## config.mk

```make
export PLATFORM = sky130hd
export DESIGN_NAME = ring_fifo_flat
export DESIGN_NICKNAME = d
export VERILOG_FILES = /design/src/rtl/ring_fifo_if.sv /design/src/rtl/ring_fifo.sv /design/src/flat_wrapper.sv
export SDC_FILE = /design/constraint.sdc
export NUM_CORES = 1
export LEC_CHECK = 0
export CAP_MARGIN = 30
export CORE_AREA = 2 2 273 275
export CTS_BUF_LIST = sky130_fd_sc_hd__clkbuf_8
export CTS_CLUSTER_SIZE = 14
export DETAILED_ROUTE_END_ITERATION = 10
export DIE_AREA = 0 0 275 277
export GPL_ROUTABILITY_DRIVEN = 1
export GPL_TIMING_DRIVEN = 0
export HOLD_SLACK_MARGIN = 0.05
export PLACE_DENSITY = 0.55
export SLEW_MARGIN = 20
export SYNTH_ARGS = -nofsm -noshare
export SYNTH_HDL_FRONTEND = slang
export SYNTH_SLANG_ARGS = --single-unit
```

## constraint.sdc

```tcl
create_clock -name clk -period 2.7 [get_ports clk]
set_clock_uncertainty 0.1 [all_clocks]
set_input_delay 0.81 -clock clk [delete_from_list [all_inputs] [get_ports clk]]
set_output_delay 0.81 -clock clk [all_outputs]
set_load 0.05 [all_outputs]
```

## src/rtl/ring_fifo_if.sv

```systemverilog
// ring_fifo_if: bundle of the command, data and status signals between the
// ring_fifo and its users.
//
// Handshake semantics: there is no valid/ready pair. write and read are
// single-cycle commands sampled on the rising edge. The FIFO accepts every
// command it sees, and its policy decides the effect: drop or overwrite on
// full, underflow on empty. The status outputs tell the producer and the
// consumer what the next command will do.
//
// Parameters:
//   WIDTH  data word width
//   DEPTH  number of entries (sets the width of count)
//
// Modports:
//   master  drives write/data_in/read/clear/err_clr and observes data and status
//   slave   the FIFO side
interface ring_fifo_if #(
  parameter int WIDTH = 32,
  parameter int DEPTH = 16
);
  localparam int CW = $clog2(DEPTH + 1);

  logic             write;
  logic [WIDTH-1:0] data_in;
  logic             read;
  logic [WIDTH-1:0] data_out;
  logic             clear;
  logic             err_clr;
  logic [CW-1:0]    count;
  logic             empty;
  logic             full;
  logic             almost_empty;
  logic             almost_full;
  logic             overflow;
  logic             underflow;

  modport master (
    output write, data_in, read, clear, err_clr,
    input  data_out, count, empty, full, almost_empty, almost_full,
           overflow, underflow
  );

  modport slave (
    input  write, data_in, read, clear, err_clr,
    output data_out, count, empty, full, almost_empty, almost_full,
           overflow, underflow
  );
endinterface

```

## src/rtl/ring_fifo.sv

```systemverilog
// ring_fifo: single-clock circular FIFO between the UART word assembler
// (write side) and the memory-mapped UART read path (read side).
//
// Parameters:
//   WIDTH       data width
//   DEPTH       entries (>=2, any integer; the pointers wrap explicitly)
//   OVERWRITE   1: a write when full replaces the oldest entry
//               0: a write when full is dropped
//   AFULL_LVL   almost_full when count >= AFULL_LVL
//   AEMPTY_LVL  almost_empty when count <= AEMPTY_LVL
//
// Ports:
//   clk    rising-edge clock
//   reset  asynchronous active-low reset
//   bus    ring_fifo_if.slave: write/data_in, read/data_out, clear, err_clr,
//          count, empty, full, almost_empty, almost_full, overflow, underflow
//
// Build option:
//   RING_FIFO_FWFT_EN  When defined, data_out is combinational and shows the
//                      head entry, or 0 when empty. When undefined, data_out
//                      is a register that is updated one edge after a read.
module ring_fifo #(
  parameter int WIDTH      = 32,
  parameter int DEPTH      = 16,
  parameter int OVERWRITE  = 1,
  parameter int AFULL_LVL  = DEPTH - 2,
  parameter int AEMPTY_LVL = 2
) (
  input  logic         clk,
  input  logic         reset,
  ring_fifo_if.slave   bus
);

  localparam int            CW       = $clog2(DEPTH + 1);
  localparam int            PW       = $clog2(DEPTH);
  localparam logic [CW-1:0] FULL_CNT = CW'(DEPTH);
  localparam logic [CW-1:0] AF_CNT   = CW'(AFULL_LVL);
  localparam logic [CW-1:0] AE_CNT   = CW'(AEMPTY_LVL);
  localparam logic [PW-1:0] LAST_PTR = PW'(DEPTH - 1);

  logic [WIDTH-1:0] mem [DEPTH];
  logic [PW-1:0]    wr_ptr;
  logic [PW-1:0]    rd_ptr;
  logic [CW-1:0]    count_q;
  logic             overflow_q;
  logic             underflow_q;

  logic is_empty;
  logic is_full;
  logic do_pop;       // a read that removes the head entry
  logic do_push;      // a write that stores data_in at wr_ptr
  logic rd_err;       // a read while empty
  logic wr_over;      // a write while full with no read to make room
  logic drop_oldest;  // wr_over with overwrite: the head is discarded

  // The pointers wrap explicitly, so DEPTH does not have to be a power of two.
  function automatic logic [PW-1:0] ptr_inc(input logic [PW-1:0] p);
    return (p == LAST_PTR) ? '0 : p + PW'(1);
  endfunction

  assign is_empty = (count_q == '0);
  assign is_full  = (count_q == FULL_CNT);

  // clear blocks every read and write decision in the same cycle.
  assign rd_err      = !bus.clear && bus.read && is_empty;
  assign do_pop      = !bus.clear && bus.read && !is_empty;
  assign wr_over     = !bus.clear && bus.write && is_full && !bus.read;
  assign drop_oldest = wr_over && (OVERWRITE != 0);
  // On full, a simultaneous read frees a slot, so the write still lands.
  // On empty, the write is accepted even though the read underflows.
  assign do_push     = !bus.clear && bus.write &&
                       (!is_full || bus.read || (OVERWRITE != 0));

  always_ff @(posedge clk or negedge reset) begin
    if (!reset) begin
      wr_ptr      <= '0;
      rd_ptr      <= '0;
      count_q     <= '0;
      overflow_q  <= 1'b0;
      underflow_q <= 1'b0;
    end else begin
      if (bus.clear) begin
        wr_ptr  <= '0;
        rd_ptr  <= '0;
        count_q <= '0;
      end else begin
        if (do_push) begin
          wr_ptr <= ptr_inc(wr_ptr);
        end
        if (do_pop || drop_oldest) begin
          rd_ptr <= ptr_inc(rd_ptr);
        end
        // An overwrite pushes one entry and drops one, so count holds at DEPTH.
        if (do_push && !do_pop && !drop_oldest) begin
          count_q <= count_q + CW'(1);
        end else if (do_pop && !do_push) begin
          count_q <= count_q - CW'(1);
        end
      end
      // A new event in the same cycle as err_clr leaves its flag set.
      if (wr_over) begin
        overflow_q <= 1'b1;
      end else if (bus.err_clr) begin
        overflow_q <= 1'b0;
      end
      if (rd_err) begin
        underflow_q <= 1'b1;
      end else if (bus.err_clr) begin
        underflow_q <= 1'b0;
      end
    end
  end

  // Storage has no reset. The contents are don't-care until they are written.
  always_ff @(posedge clk) begin
    if (do_push) begin
      mem[wr_ptr] <= bus.data_in;
    end
  end

`ifdef RING_FIFO_FWFT_EN
  assign bus.data_out = is_empty ? '0 : mem[rd_ptr];
`else
  logic [WIDTH-1:0] data_q;

  // data_q holds its value between reads and is not affected by clear.
  always_ff @(posedge clk or negedge reset) begin
    if (!reset) begin
      data_q <= '0;
    end else if (do_pop) begin
      data_q <= mem[rd_ptr];
    end else if (rd_err) begin
      data_q <= '0;
    end
  end

  assign bus.data_out = data_q;
`endif

  assign bus.count        = count_q;
  assign bus.empty        = is_empty;
  assign bus.full         = is_full;
  assign bus.almost_empty = (count_q <= AE_CNT);
  assign bus.almost_full  = (count_q >= AF_CNT);
  assign bus.overflow     = overflow_q;
  assign bus.underflow    = underflow_q;

endmodule

```

## src/flat_wrapper.sv

```systemverilog
// flat-port wrapper written by rule: the top's interface ports become plain ports
module ring_fifo_flat 
#(
  parameter int WIDTH      = 32,
  parameter int DEPTH      = 16,
  parameter int OVERWRITE  = 1,
  parameter int AFULL_LVL  = DEPTH - 2,
  parameter int AEMPTY_LVL = 2
)
  (clk, reset, bus_write, bus_data_in, bus_read, bus_clear, bus_err_clr, bus_data_out, bus_count, bus_empty, bus_full, bus_almost_empty, bus_almost_full, bus_overflow, bus_underflow);
  ring_fifo_if #(.WIDTH(WIDTH), .DEPTH(DEPTH)) bus_i ();
  input  logic clk;
  input  logic reset;
  input wire logic [$bits(bus_i.write)-1:0] bus_write;
  input wire logic [$bits(bus_i.data_in)-1:0] bus_data_in;
  input wire logic [$bits(bus_i.read)-1:0] bus_read;
  input wire logic [$bits(bus_i.clear)-1:0] bus_clear;
  input wire logic [$bits(bus_i.err_clr)-1:0] bus_err_clr;
  output wire logic [$bits(bus_i.data_out)-1:0] bus_data_out;
  output wire logic [$bits(bus_i.count)-1:0] bus_count;
  output wire logic [$bits(bus_i.empty)-1:0] bus_empty;
  output wire logic [$bits(bus_i.full)-1:0] bus_full;
  output wire logic [$bits(bus_i.almost_empty)-1:0] bus_almost_empty;
  output wire logic [$bits(bus_i.almost_full)-1:0] bus_almost_full;
  output wire logic [$bits(bus_i.overflow)-1:0] bus_overflow;
  output wire logic [$bits(bus_i.underflow)-1:0] bus_underflow;
  assign bus_i.write = bus_write;
  assign bus_i.data_in = bus_data_in;
  assign bus_i.read = bus_read;
  assign bus_i.clear = bus_clear;
  assign bus_i.err_clr = bus_err_clr;
  assign bus_data_out = bus_i.data_out;
  assign bus_count = bus_i.count;
  assign bus_empty = bus_i.empty;
  assign bus_full = bus_i.full;
  assign bus_almost_empty = bus_i.almost_empty;
  assign bus_almost_full = bus_i.almost_full;
  assign bus_overflow = bus_i.overflow;
  assign bus_underflow = bus_i.underflow;
  ring_fifo #(.WIDTH(WIDTH), .DEPTH(DEPTH), .OVERWRITE(OVERWRITE), .AFULL_LVL(AFULL_LVL), .AEMPTY_LVL(AEMPTY_LVL)) u_core (.clk(clk), .reset(reset), .bus(bus_i));
endmodule
```

==> summary.txt, run 1 <==
Yosys
  • Seq/Total Area, Yosys: 0.7614
  • Netlist cell types: 42
  • Synth Instances: 980
  • Simple-gate share of the synthesized area: 0.01416
  • Cell with the most instances after synthesis: edfxtp_1
  • Mapped Avg Cell Area: 22.18 um2
  • Warnings, synthesis: 0
  • Synth Area in XOR/XNOR: 0.0008058
  • Top FF cell, synth: edfxtp_1
  • Net Count, Synth: 1028
  • Mux cell area share after synthesis: 0.1799
  • Compound-Gate Fraction of Synth Area: 0.02308
  • Number of synthesized flops with an enable pin: 512
  • Commonest cells post-synth: edfxtp_1, mux4_2, mux2i_1
  • Synth top area cells: edfxtp_1, mux4_2, dfrtp_1, mux2i_1, a22o_1
  • Ys async rst share: 0.08408
  • Main combinational cell family by area after synthesis: multiplexers
  • Yosys top cell by area: edfxtp_1
  • Synth Register Bits: 559
  • Synth top area share: 0.7073
  • Synthesized area: 21740 um2
  • Adder-Cell Fraction of Synth Area: 0.006101

Timing
  • Min Tclk post-route: 2736 ps
  • Unrepaired setup endpoints after global routing: true
  • Slew @ Worst Pin: 973.4 ps
  • Setup TNS: -77.13 ps
  • Fmax: 365.5 MHz
  • Max_slew headroom: 0.3511
  • Fin crit share: 1.013
  • Final hold viol count: 0
  • Pins over their slew limit: 0
  • Setup ws final: -36.15 ps
  • Worst hold slack: 406.7 ps
  • Endpoints failing setup: 3

Drt
  • First-pass DRT Iterations: 5
  • Antenna-violating nets left: 0
  • Initial drt markers: 893
  • DR WL/cell: 23.83 um
  • Detailed Route WL: 53390 um
  • Via density: 4.734
  • Via count: 10609
  • # DRC: 0

Floorplanning
  • Die width: 275 um
  • Die Height: 277 um
  • Row count: 100
  • Initial core utilization: 0.2955
  • Die ar.: 76180 um2
  • Core Area: 73570 um2
  • IO Count: 81

Global routing
  • Global route overflow: 0
  • Initial antenna violation count: 3
  • Vias in the first global route: 11162
  • Total global-route track usage: 0.1376
  • Largest net degree at the start of global routing: 33
  • First-pass GRT wire length: 75350 um

Pwr
  • Leakage: 8.924 nW
  • Total Power: 20.73 mW
  • Worst vdd ir: 979.6 uV
  • Power per cell area: 796.2 nW/um2

Finish
  • Fill cell count: 6842
  • Util after Layout: 0.3539
  • Layout cells sized above 1: 0.2843
  • Layout Nets: 1240
  • Area Growth Syn to Fin: 19.78%

Outcome
  • Outcome: complete, but fails checks
  • Failing checks: negative setup slack

Clock tree
  • Worst-Skew Late Latency: 680 ps
  • Clock-pin slew on the worst setup and hold paths: 60 ps
  • CTS Buf Count: 93
  • TritonCTS Sinks: 559
  • Root Driver: clkbuf_8
  • CTS tree: built
  • Max Root-Sink Buffers: 3
  • H-tree levels: 3

Worst setup path
  • Critical Path RT: 1790 ps
  • Critical-path maximum fanout: 5
  • Register-to-Register Path Depth: 6
  • Reg-to-reg endpoint: u_core.bus.data_out[0]$_DFFE_PN0P_
  • Critical path capture point type: primary output
  • R2r setup slk: 110 ps
  • Kind of critical path: register to primary output
  • WP data arrival: 1830 ps
  • Worst setup SP type: register
  • Reg-to-reg critical path startpoint: u_core.rd_ptr[1]$_DFFE_PN0P_

Placement
  • HPWL Detailed: 30530 um
  • IO buf count: 80
  • Final GP Congestion: 0.7254

Job
  • Max_cap viols: 0

Hold path
  • Worst Hold End: u_core.bus.data_out[4]$_DFFE_PN0P_
  • HP Class: register to register
  • Hold path start: u_core.bus.data_out[4]$_DFFE_PN0P_
  • WHS Path Cells: 1
## placed cells by master, fill, tap and decap left out, types with 3 or more instances in the layout
master	instances
and2_4	16
bufinv_16	4
buf_4	18
dfrtp_2	5
clkbuf_1	14
buf_2	21
dlygate4sd2_1	37
buf_1	3
a21oi_1	10
clkdlybuf4s50_1	36
inv_1	46
nand2_1	5
buf_6	14
buf_12	9
ha_1	9
and2_2	5
mux2_2	5
clkinv_1	22
nor2_1	8
nand3_1	6
dfrtp_1	42
mux4_2	128
clkbuf_8	98
nand2b_1	3
mux2i_1	97
edfxtp_1	512
clkinvlp_4	6
a21o_1	5
clkbuf_2	5
buf_8	4
a22o_1	32
## through the flow
step | setup WS [ps] | cell area [um2] | instances
floorplan | 20.16 | 21760 | 980
CTS | -100.9 | 25880 | 2227
finish | -36.15 | 26040 | 2241
global route | -96.83 | 26030 | 2240
global placement | -1705 | 23770 | 2029
detailed placement | -1104 | 24010 | 2041
## worst max path at each step
stage,startpoint,to,slack (ps),cells after the start
2_1_floorplan,bus_clear,u_core.mem[4][0]$_DFFE_PP_,20,5
3_3_place_gp,bus_clear,u_core.mem[6][8]$_DFFE_PP_,-1710,6
3_5_place_dp,bus_read,u_core.bus.data_out[3]$_DFFE_PN0P_,-1100,6
4_1_cts,u_core.bus.count[2]$_DFFE_PN0P_,bus_full,-100,4
5_1_grt,u_core.bus.count[4]$_DFFE_PN0P_,bus_empty,-100,4
6_report,u_core.bus.count[4]$_DFFE_PN0P_,bus_almost_empty,-40,3
## worst max-delay path: stages (launching register included)
cell,delay [ps]
dfrtp_2,450
or3_1,390
a21oi_2,130
buf_6,170
## final cells by class
type	instances	area [um2]	share of cell area
antenna	2	5.005	0.0001922
clock buffer	98	1349	0.05180
sequential	559	16560	0.6359
inverter	8	32.53	0.001249
timing repair buffer	113	1154	0.04431
tap	969	1212	0.04657
buffer	51	290.3	0.01115
clock inverter	75	416.7	0.01600
multi-input combinational	366	5020	0.1928
## timing repair
action | CTS | global route
setup buffers | 10 | 8
endpoints found under the hold margin | 16 | 0
gates cloned | 2 | 3
setup endpoints to repair | 181 | 193
hold buffers | 1 | 0
gates resized for setup | 94 | 15
pin swaps | 4 | 4
## registers in the layout, summed over array words and instances, names as in the netlist
| name | cells |
|---|---|
| u_core.bus.count | 5 |
| u_core.bus.data_out | 32 |
| u_core.bus.overflow | 1 |
| u_core.bus.underflow | 1 |
| u_core.mem | 512 |
| u_core.rd_ptr | 4 |
| u_core.wr_ptr | 4 |
## power breakdown
group / switching, mW / total (mW) / internal, mW
Sequential: 0.218 / 9.94 / 9.72
Clock: 3.32 / 7.06 / 3.74
Combinational: 2.21 / 3.73 / 1.52
## metal layers
metal / track usage / share of wire / vias to the layer above / wire length (um)
met1: 0.1822 / 0.44 / 5707 / 23250
met2: 0.2245 / 0.49 / 261 / 26050
met5: 0 / 0 / - / 0
met3: 0.02983 / 0.055 / 84 / 2910
li1: - / - / 4557 / -
met4: 0.04532 / 0.022 / 0 / 1189
## kinds of logic (layout without fill, tap and decap cells)
group,count (synthesis),count (layout)
other cells,0,2
buf+inv,60,345
mux,230,230
flops,559,559
compound gates,64,64
simple gates,55,60
xor+xnor,2,2
fa+ha+maj,10,10
(Power assumes the default switching activity.)
==> run 2, diff against run 1 <==
--- a/config.mk
+++ b/config.mk
@@ -6,6 +6,8 @@
 export NUM_CORES = 1
 export LEC_CHECK = 0
 export CAP_MARGIN = 30
+export CELL_PAD_IN_SITES_DETAIL_PLACEMENT = 1
+export CELL_PAD_IN_SITES_GLOBAL_PLACEMENT = 1
 export CORE_AREA = 2 2 273 275
 export CTS_BUF_LIST = sky130_fd_sc_hd__clkbuf_8
 export CTS_CLUSTER_SIZE = 14
@@ -14,7 +16,7 @@
 export GPL_ROUTABILITY_DRIVEN = 1
 export GPL_TIMING_DRIVEN = 0
 export HOLD_SLACK_MARGIN = 0.05
-export PLACE_DENSITY = 0.55
+export PLACE_DENSITY = 0.6
 export SLEW_MARGIN = 20
 export SYNTH_ARGS = -nofsm -noshare
 export SYNTH_HDL_FRONTEND = slang
==> summary.txt, run 2 (synthesis gave the netlist of run 1 again) <==
Clock tree
  • Root Driver: clkbuf_8
  • TritonCTS Sinks: 559 (unchanged)
  • CTS tree: built
  • Worst-Skew Late Latency: 680 ps (about the same)
  • CTS Buf Count: 90 (-3.2%)
  • Max Root-Sink Buffers: 3 (unchanged)
  • Clock-pin slew on the worst setup and hold paths: 60 ps (about the same)
  • H-tree levels: 3 (unchanged)

Drt
  • # DRC: 0 (unchanged)
  • Via density: 4.736 (about the same)
  • DR WL/cell: 24.23 um (+1.7%)
  • First-pass DRT Iterations: 5 (unchanged)
  • Antenna-violating nets left: 0 (unchanged)
  • Initial drt markers: 724 (-19%)
  • Via count: 10504 (-0.99%)
  • Detailed Route WL: 53730 um (+0.64%)

Timing
  • Setup ws final: -20.11 ps (+16.04 ps)
  • Pins over their slew limit: 0 (unchanged)
  • Final hold viol count: 0 (unchanged)
  • Min Tclk post-route: 2720 ps (-16.04 ps)
  • Max_slew headroom: 0.3976 (+0.04649)
  • Fin crit share: 1.007 (-0.005942)
  • Unrepaired setup endpoints after global routing: true
  • Slew @ Worst Pin: 903.7 ps (-69.73 ps)
  • Fmax: 367.6 MHz (+0.59%)
  • Worst hold slack: 405.7 ps (-0.9790 ps)
  • Endpoints failing setup: 2 (-1)

Global routing
  • Total global-route track usage: 0.1419 (+0.004324)
  • Vias in the first global route: 11624 (+4.1%)
  • Global route overflow: 0 (unchanged)
  • Initial antenna violation count: 1 (-2)
  • First-pass GRT wire length: 78320 um (+3.9%)
  • Largest net degree at the start of global routing: 37 (+12%)

Pwr
  • Power per cell area: 789.4 nW/um2 (-0.84%)
  • Worst vdd ir: 561.6 uV (-43%)
  • Total Power: 20.41 mW (-1.6%)
  • Leakage: 8.813 nW (-1.3%)

Placement
  • IO buf count: 80 (unchanged)
  • HPWL Detailed: 31620 um (+3.6%)
  • Place WS: -805.1 ps (+298.5 ps)
  • Final GP Congestion: 0.7253 (about the same)
  • Placed instance area: 24010 um2 (about the same)

Floorplanning
  • Initial core utilization: 0.2955 (unchanged)
  • Die ar.: 76180 um2 (unchanged)
  • Die width: 275 um (unchanged)
  • Core Area: 73570 um2 (unchanged)
  • Row count: 100 (unchanged)
  • IO Count: 81 (unchanged)
  • Die Height: 277 um (unchanged)

Outcome
  • Failing checks: negative setup slack
  • Outcome: complete, but fails checks

Worst setup path
  • Critical-path maximum fanout: 5 (unchanged)
  • WP data arrival: 1810 ps (-20 ps)
  • Critical Path RT: 1790 ps (about the same)
  • Worst setup SP type: register
  • Critical path capture point type: primary output
  • Kind of critical path: register to primary output

Job
  • Max_cap viols: 0 (unchanged)

Finish
  • Largest register FFs: 512 (unchanged)
  • Layout cells sized above 1: 0.2861 (+0.001806)
  • Largest Register: u_core.mem
  • Commonest non-fill, non-tap cell in the layout: edfxtp_1
  • Most frequent cells in the layout: edfxtp_1, mux4_2, clkbuf_8
  • Fin area: 25850 um2 (-0.72%)
  • Layout Nets: 1228 (-0.97%)
  • Area Growth Syn to Fin: 18.91%

Hold path
  • HP Class: register to register
==> run 2: cell count changes in the layout (fill, tap and decap cells not counted), sizes merged <==
| cell | change |
|---|---|
| and2 | -1 |
| buf | -9 |
| bufinv | -3 |
| clkbuf | +2 |
| clkinv | -1 |
| clkinvlp | -1 |
| diode | -1 |
| inv | -9 |
==> run 2: worst paths after layout <==
path / cells after the start / to / slack [ps] / start
worst max-delay path: 5 / bus_full / -20 / u_core.bus.count[3]$_DFFE_PN0P_
worst min-delay path: 1 / u_core.bus.data_out[19]$_DFFE_PN0P_ / 410 / u_core.bus.data_out[19]$_DFFE_PN0P_
worst max register to register: 8 / u_core.bus.count[4]$_DFFE_PN0P_ / 60 / u_core.bus.count[1]$_DFFE_PN0P_
worst min register to register: 1 / u_core.bus.data_out[19]$_DFFE_PN0P_ / 410 / u_core.bus.data_out[19]$_DFFE_PN0P_
max in group asynchronous: 3 / u_core.bus.data_out[8]$_DFFE_PN0P_ / 1500 / reset
min in group asynchronous: 2 / u_core.bus.data_out[26]$_DFFE_PN0P_ / 480 / reset
==> run 2: through the flow <==
stage | TNS, ps | util | cells
3_3_place_gp | -742930 | 0.3231 | 2029
5_1_grt | -392.6 | 0.3513 | 2217
3_5_place_dp | -335700 | 0.3264 | 2041
2_1_floorplan | 0 | - | 980
6_report | -34.20 | 0.3513 | 2218
4_1_cts | -401.2 | 0.3503 | 2212
==> run 2: metal layers <==
metal | up-vias | wire length [um] | track usage
met5 | - | 18 | 0
met4 | 2 | 1147 | 0.04906
met3 | 77 | 3141 | 0.03338
met2 | 283 | 25850 | 0.2277
met1 | 5630 | 23570 | 0.1886
li1 | 4512 | - | -
==> run 2: power breakdown <==
| group | internal (mW) | switching [mW] | leakage, nW | total (mW) |
|---|---|---|---|---|
| sequential | 9.72 | 0.221 | 5.21 | 9.94 |
| combinational | 1.47 | 2.18 | 2.64 | 3.65 |
| clock | 3.47 | 3.35 | 0.959 | 6.82 |
| total | 14.7 | 5.75 | 8.81 | 20.4 |
==> run 2: worst max-delay path: stages, from the launching register on <==
cell     delay (ps)
dfrtp_2         450
buf_4           180
nor4_4          190
nand2_2         110
inv_2            70
buf_8           140
==> run 2: what timing repair did <==
| action | CTS | global route |
|---|---|---|
| hold buffers | 1 | 0 |
| pin swaps | 6 | 5 |
| resized for setup | 88 | 23 |
| gates cloned | 2 | 2 |
| endpoints found under the hold margin | 11 | 0 |
| setup endpoints to repair | 132 | 281 |
| buffers inserted | 8 | 2 |
==> run 2: area by class of cell <==
cell class / count / area [um2]
buffer: 52 / 295.3
timing repair buffer: 104 / 1079
clock buffer: 99 / 1363
sequential: 559 / 16560
clock inverter: 61 / 300.3
inverter: 8 / 32.53
fill: 7260 / 47720
multi-input combinational: 365 / 5007
tap: 969 / 1212
antenna: 1 / 2.502
==> run 3, diff against run 2 <==
--- a/config.mk
+++ b/config.mk
@@ -8,15 +8,15 @@
 export CAP_MARGIN = 30
 export CELL_PAD_IN_SITES_DETAIL_PLACEMENT = 1
 export CELL_PAD_IN_SITES_GLOBAL_PLACEMENT = 1
-export CORE_AREA = 2 2 273 275
+export CORE_AREA = 2 2 210 212
 export CTS_BUF_LIST = sky130_fd_sc_hd__clkbuf_8
 export CTS_CLUSTER_SIZE = 14
 export DETAILED_ROUTE_END_ITERATION = 10
-export DIE_AREA = 0 0 275 277
+export DIE_AREA = 0 0 212 214
 export GPL_ROUTABILITY_DRIVEN = 1
 export GPL_TIMING_DRIVEN = 0
 export HOLD_SLACK_MARGIN = 0.05
-export PLACE_DENSITY = 0.6
+export PLACE_DENSITY = 0.87
 export SLEW_MARGIN = 20
 export SYNTH_ARGS = -nofsm -noshare
 export SYNTH_HDL_FRONTEND = slang
==> constraint.sdc (replaced) <==
create_clock -name clk -period 2.7 [get_ports clk]
set_clock_uncertainty 0.1 [all_clocks]
set_input_delay 0.54 -clock clk [delete_from_list [all_inputs] [get_ports clk]]
set_output_delay 0.54 -clock clk [all_outputs]
set_load 0.05 [all_outputs]
==> summary.txt, run 3 (synthesis gave the netlist of run 1 again) <==
Global routing
  • Total global-route track usage: 0.2402 (+0.09825)
  • Initial antenna violation count: 1 (unchanged)
  • Vias in the first global route: 12088 (+4.0%)
  • Global route overflow: 0 (unchanged)
  • First-pass GRT wire length: 78690 um (+0.48%)
  • Largest net degree at the start of global routing: 33 (-11%)

Finish
  • Commonest non-fill, non-tap cell in the layout: edfxtp_1
  • Area Growth Syn to Fin: 16.84%
  • Util after Layout: 0.5922 (+0.2408)
  • Layout cells sized above 1: 0.2703 (-0.01574)
  • Fill cell count: 3619 (-50%)
  • Most frequent cells in the layout: edfxtp_1, mux4_2, mux2i_1
  • Layout Nets: 1219 (-0.73%)
  • Largest Register: u_core.mem
  • Largest register FFs: 512 (unchanged)
  • Final instance count without filler cells: 1829 (-18%)

Worst setup path
  • Critical Path RT: 2930 ps (+1140 ps)
  • Critical path capture point type: register
  • WP data arrival: 2970 ps (+1160 ps)
  • Critical-path maximum fanout: 17 (+12)
  • Worst setup SP type: primary input
  • R2r setup slk: 110 ps (+50 ps)
  • Kind of critical path: primary input to register

Drt
  • M1 WL: 21140 um (-10%)
  • # DRC: 0 (unchanged)
  • Detailed Route WL: 52690 um (-1.9%)
  • DR WL/cell: 28.81 um (+19%)
  • Initial drt markers: 959 (+32%)
  • First-pass DRT Iterations: 5 (unchanged)
  • Top sig layer: met4
  • Via count: 10908 (+3.8%)
  • WL met3: 3193 um (+1.7%)
  • Met2 wire length: 26620 um (+3.0%)
  • Via density: 5.964 (+26%)
  • Antenna-violating nets left: 0 (unchanged)

Pwr
  • Worst vdd ir: 627.1 uV (+12%)
  • Leakage: 8.733 nW (-0.90%)
  • Comb pwr share: 0.179 (about the same)
  • Net Sw Frac: 0.2820 (about the same)
  • P_int: 14.50 mW (-1.0%)
  • Clock network fraction of total power: 0.328 (-0.006)
  • Power per cell area: 795.4 nW/um2 (+0.76%)
  • Power share of the sequential group: 0.493 (+0.006)
  • Psw: 5.697 mW (-1.0%)

Clock tree
  • Clock-pin slew on the worst setup and hold paths: 60 ps (about the same)
  • CTS Buf Count: 88 (-2.2%)
  • H-tree levels: 3 (unchanged)
  • CTS tree: built
  • Worst-Skew Late Latency: 650 ps (-30 ps)
  • Root Driver: clkbuf_8
  • TritonCTS Sinks: 559 (unchanged)
  • Max Root-Sink Buffers: 3 (unchanged)

Floorplanning
  • IO Count: 81 (unchanged)
  • Row count: 76 (-24%)
  • Die Height: 214 um (-23%)
  • Core Area: 42890 um2 (-42%)
  • Initial core utilization: 0.5069 (+0.2114)
  • Die width: 212 um (-23%)
  • Die ar.: 45370 um2 (-40%)

Placement
  • HPWL Detailed: 33480 um (+5.9%)
  • IO buf count: 80 (unchanged)
  • Place WS: -717.3 ps (+87.84 ps)
  • Dpl cells: 1663 (-19%)
  • Final GP Congestion: 0.7172 (-1.1%)

Timing
  • Unrepaired setup endpoints after global routing: true
  • Endpoints failing setup: 47 (+45)
  • Max_slew headroom: 0.3952 (-0.002367)
  • Slew @ Worst Pin: 907.2 ps (+3.550 ps)
  • Min Tclk post-route: 2732 ps (+12.31 ps)
  • Pins over their slew limit: 0 (unchanged)
  • Final hold viol count: 0 (unchanged)
  • Worst hold slack: 255.1 ps (-150.6 ps)
  • Fmax: 366.0 MHz (-0.45%)
  • Setup ws final: -32.42 ps (-12.31 ps)
  • Fin crit share: 1.012 (+0.004561)

Outcome
  • Failing checks: negative setup slack
  • Outcome: complete, but fails checks

Job
  • Max_cap viols: 0 (unchanged)

Hold path
  • HP Class: primary input to async pin
-- run 3: critical path, cell delays in order --
cell and delay, ps:
clkdlybuf4s50_1 420, clkbuf_1 260, nand2b_1 290, nor3b_1 500, and2_2 670, buf_16 250
-- run 3: power by group through the flow --
stage | sequential, mW | combinational [mW] | clock [mW]
final | 9.96 | 3.61 | 6.63
after global routing | 9.99 | 3.82 | 7.07
after CTS | 9.95 | 3.63 | 6.76
after detailed placement | 10.1 | 3.63 | 0
after global placement | 10.1 | 3.48 | 0
after floorplan | 10.8 | 1.73 | 0
-- run 3: final timing paths --
check / startpoint / endpoint / cells after the start
hold reg to reg: u_core.rd_ptr[3]$_DFFE_PN0P_ / u_core.rd_ptr[3]$_DFFE_PN0P_ / 1
hold / removal: reset / u_core.bus.data_out[20]$_DFFE_PN0P_ / 2
setup reg to reg: u_core.bus.count[0]$_DFFE_PN0P_ / u_core.bus.count[4]$_DFFE_PN0P_ / 7
setup / recovery: bus_clear / u_core.mem[8][16]$_DFFE_PP_ / 6
max in group asynchronous: reset / u_core.bus.count[2]$_DFFE_PN0P_ / 3
min in group clk: u_core.rd_ptr[3]$_DFFE_PN0P_ / u_core.rd_ptr[3]$_DFFE_PN0P_ / 1
-- run 3: stage by stage --
step | total power, mW | TNS [ps] | cell area [um2]
after global placement | 13.58 | -653980 | 23280
after detailed placement | 13.75 | -207130 | 23710
after floorplan | 12.50 | 0 | 21740
after CTS | 20.35 | 0 | 25360
after global routing | 20.88 | -4922 | 25400
final | 20.20 | -874.1 | 25400
-- run 3: cell type report --
type                            count  area (um2)  share of cell area
Sequential cell                   559       16560              0.6519
Multi-Input combinational cell    361        4935              0.1943
Clock buffer                       93        1280             0.05040
Timing Repair Buffer              101        1229             0.04838
Tap cell                          585       732.0             0.02882
Clock inverter                     69       337.8             0.01330
Buffer                             52       295.3             0.01163
Inverter                            8       30.03            0.001182
Antenna cell                        1       2.502          0.00009853
-- run 3: per-layer routing --
layer | global-route usage | up-vias
met5 | 0 | -
li1 | - | 4501
met2 | 0.3875 | 460
met3 | 0.04442 | 123
met1 | 0.3289 | 5824
met4 | 0.09061 | 0
-- run 3: timing repair --
item	CTS	global route
gates cloned	0	0
setup buffers	1	0
pin swaps	1	0
endpoints found under the hold margin	47	0
hold buffers	1	0
gates resized for setup	32	12
setup endpoints to repair	39	96
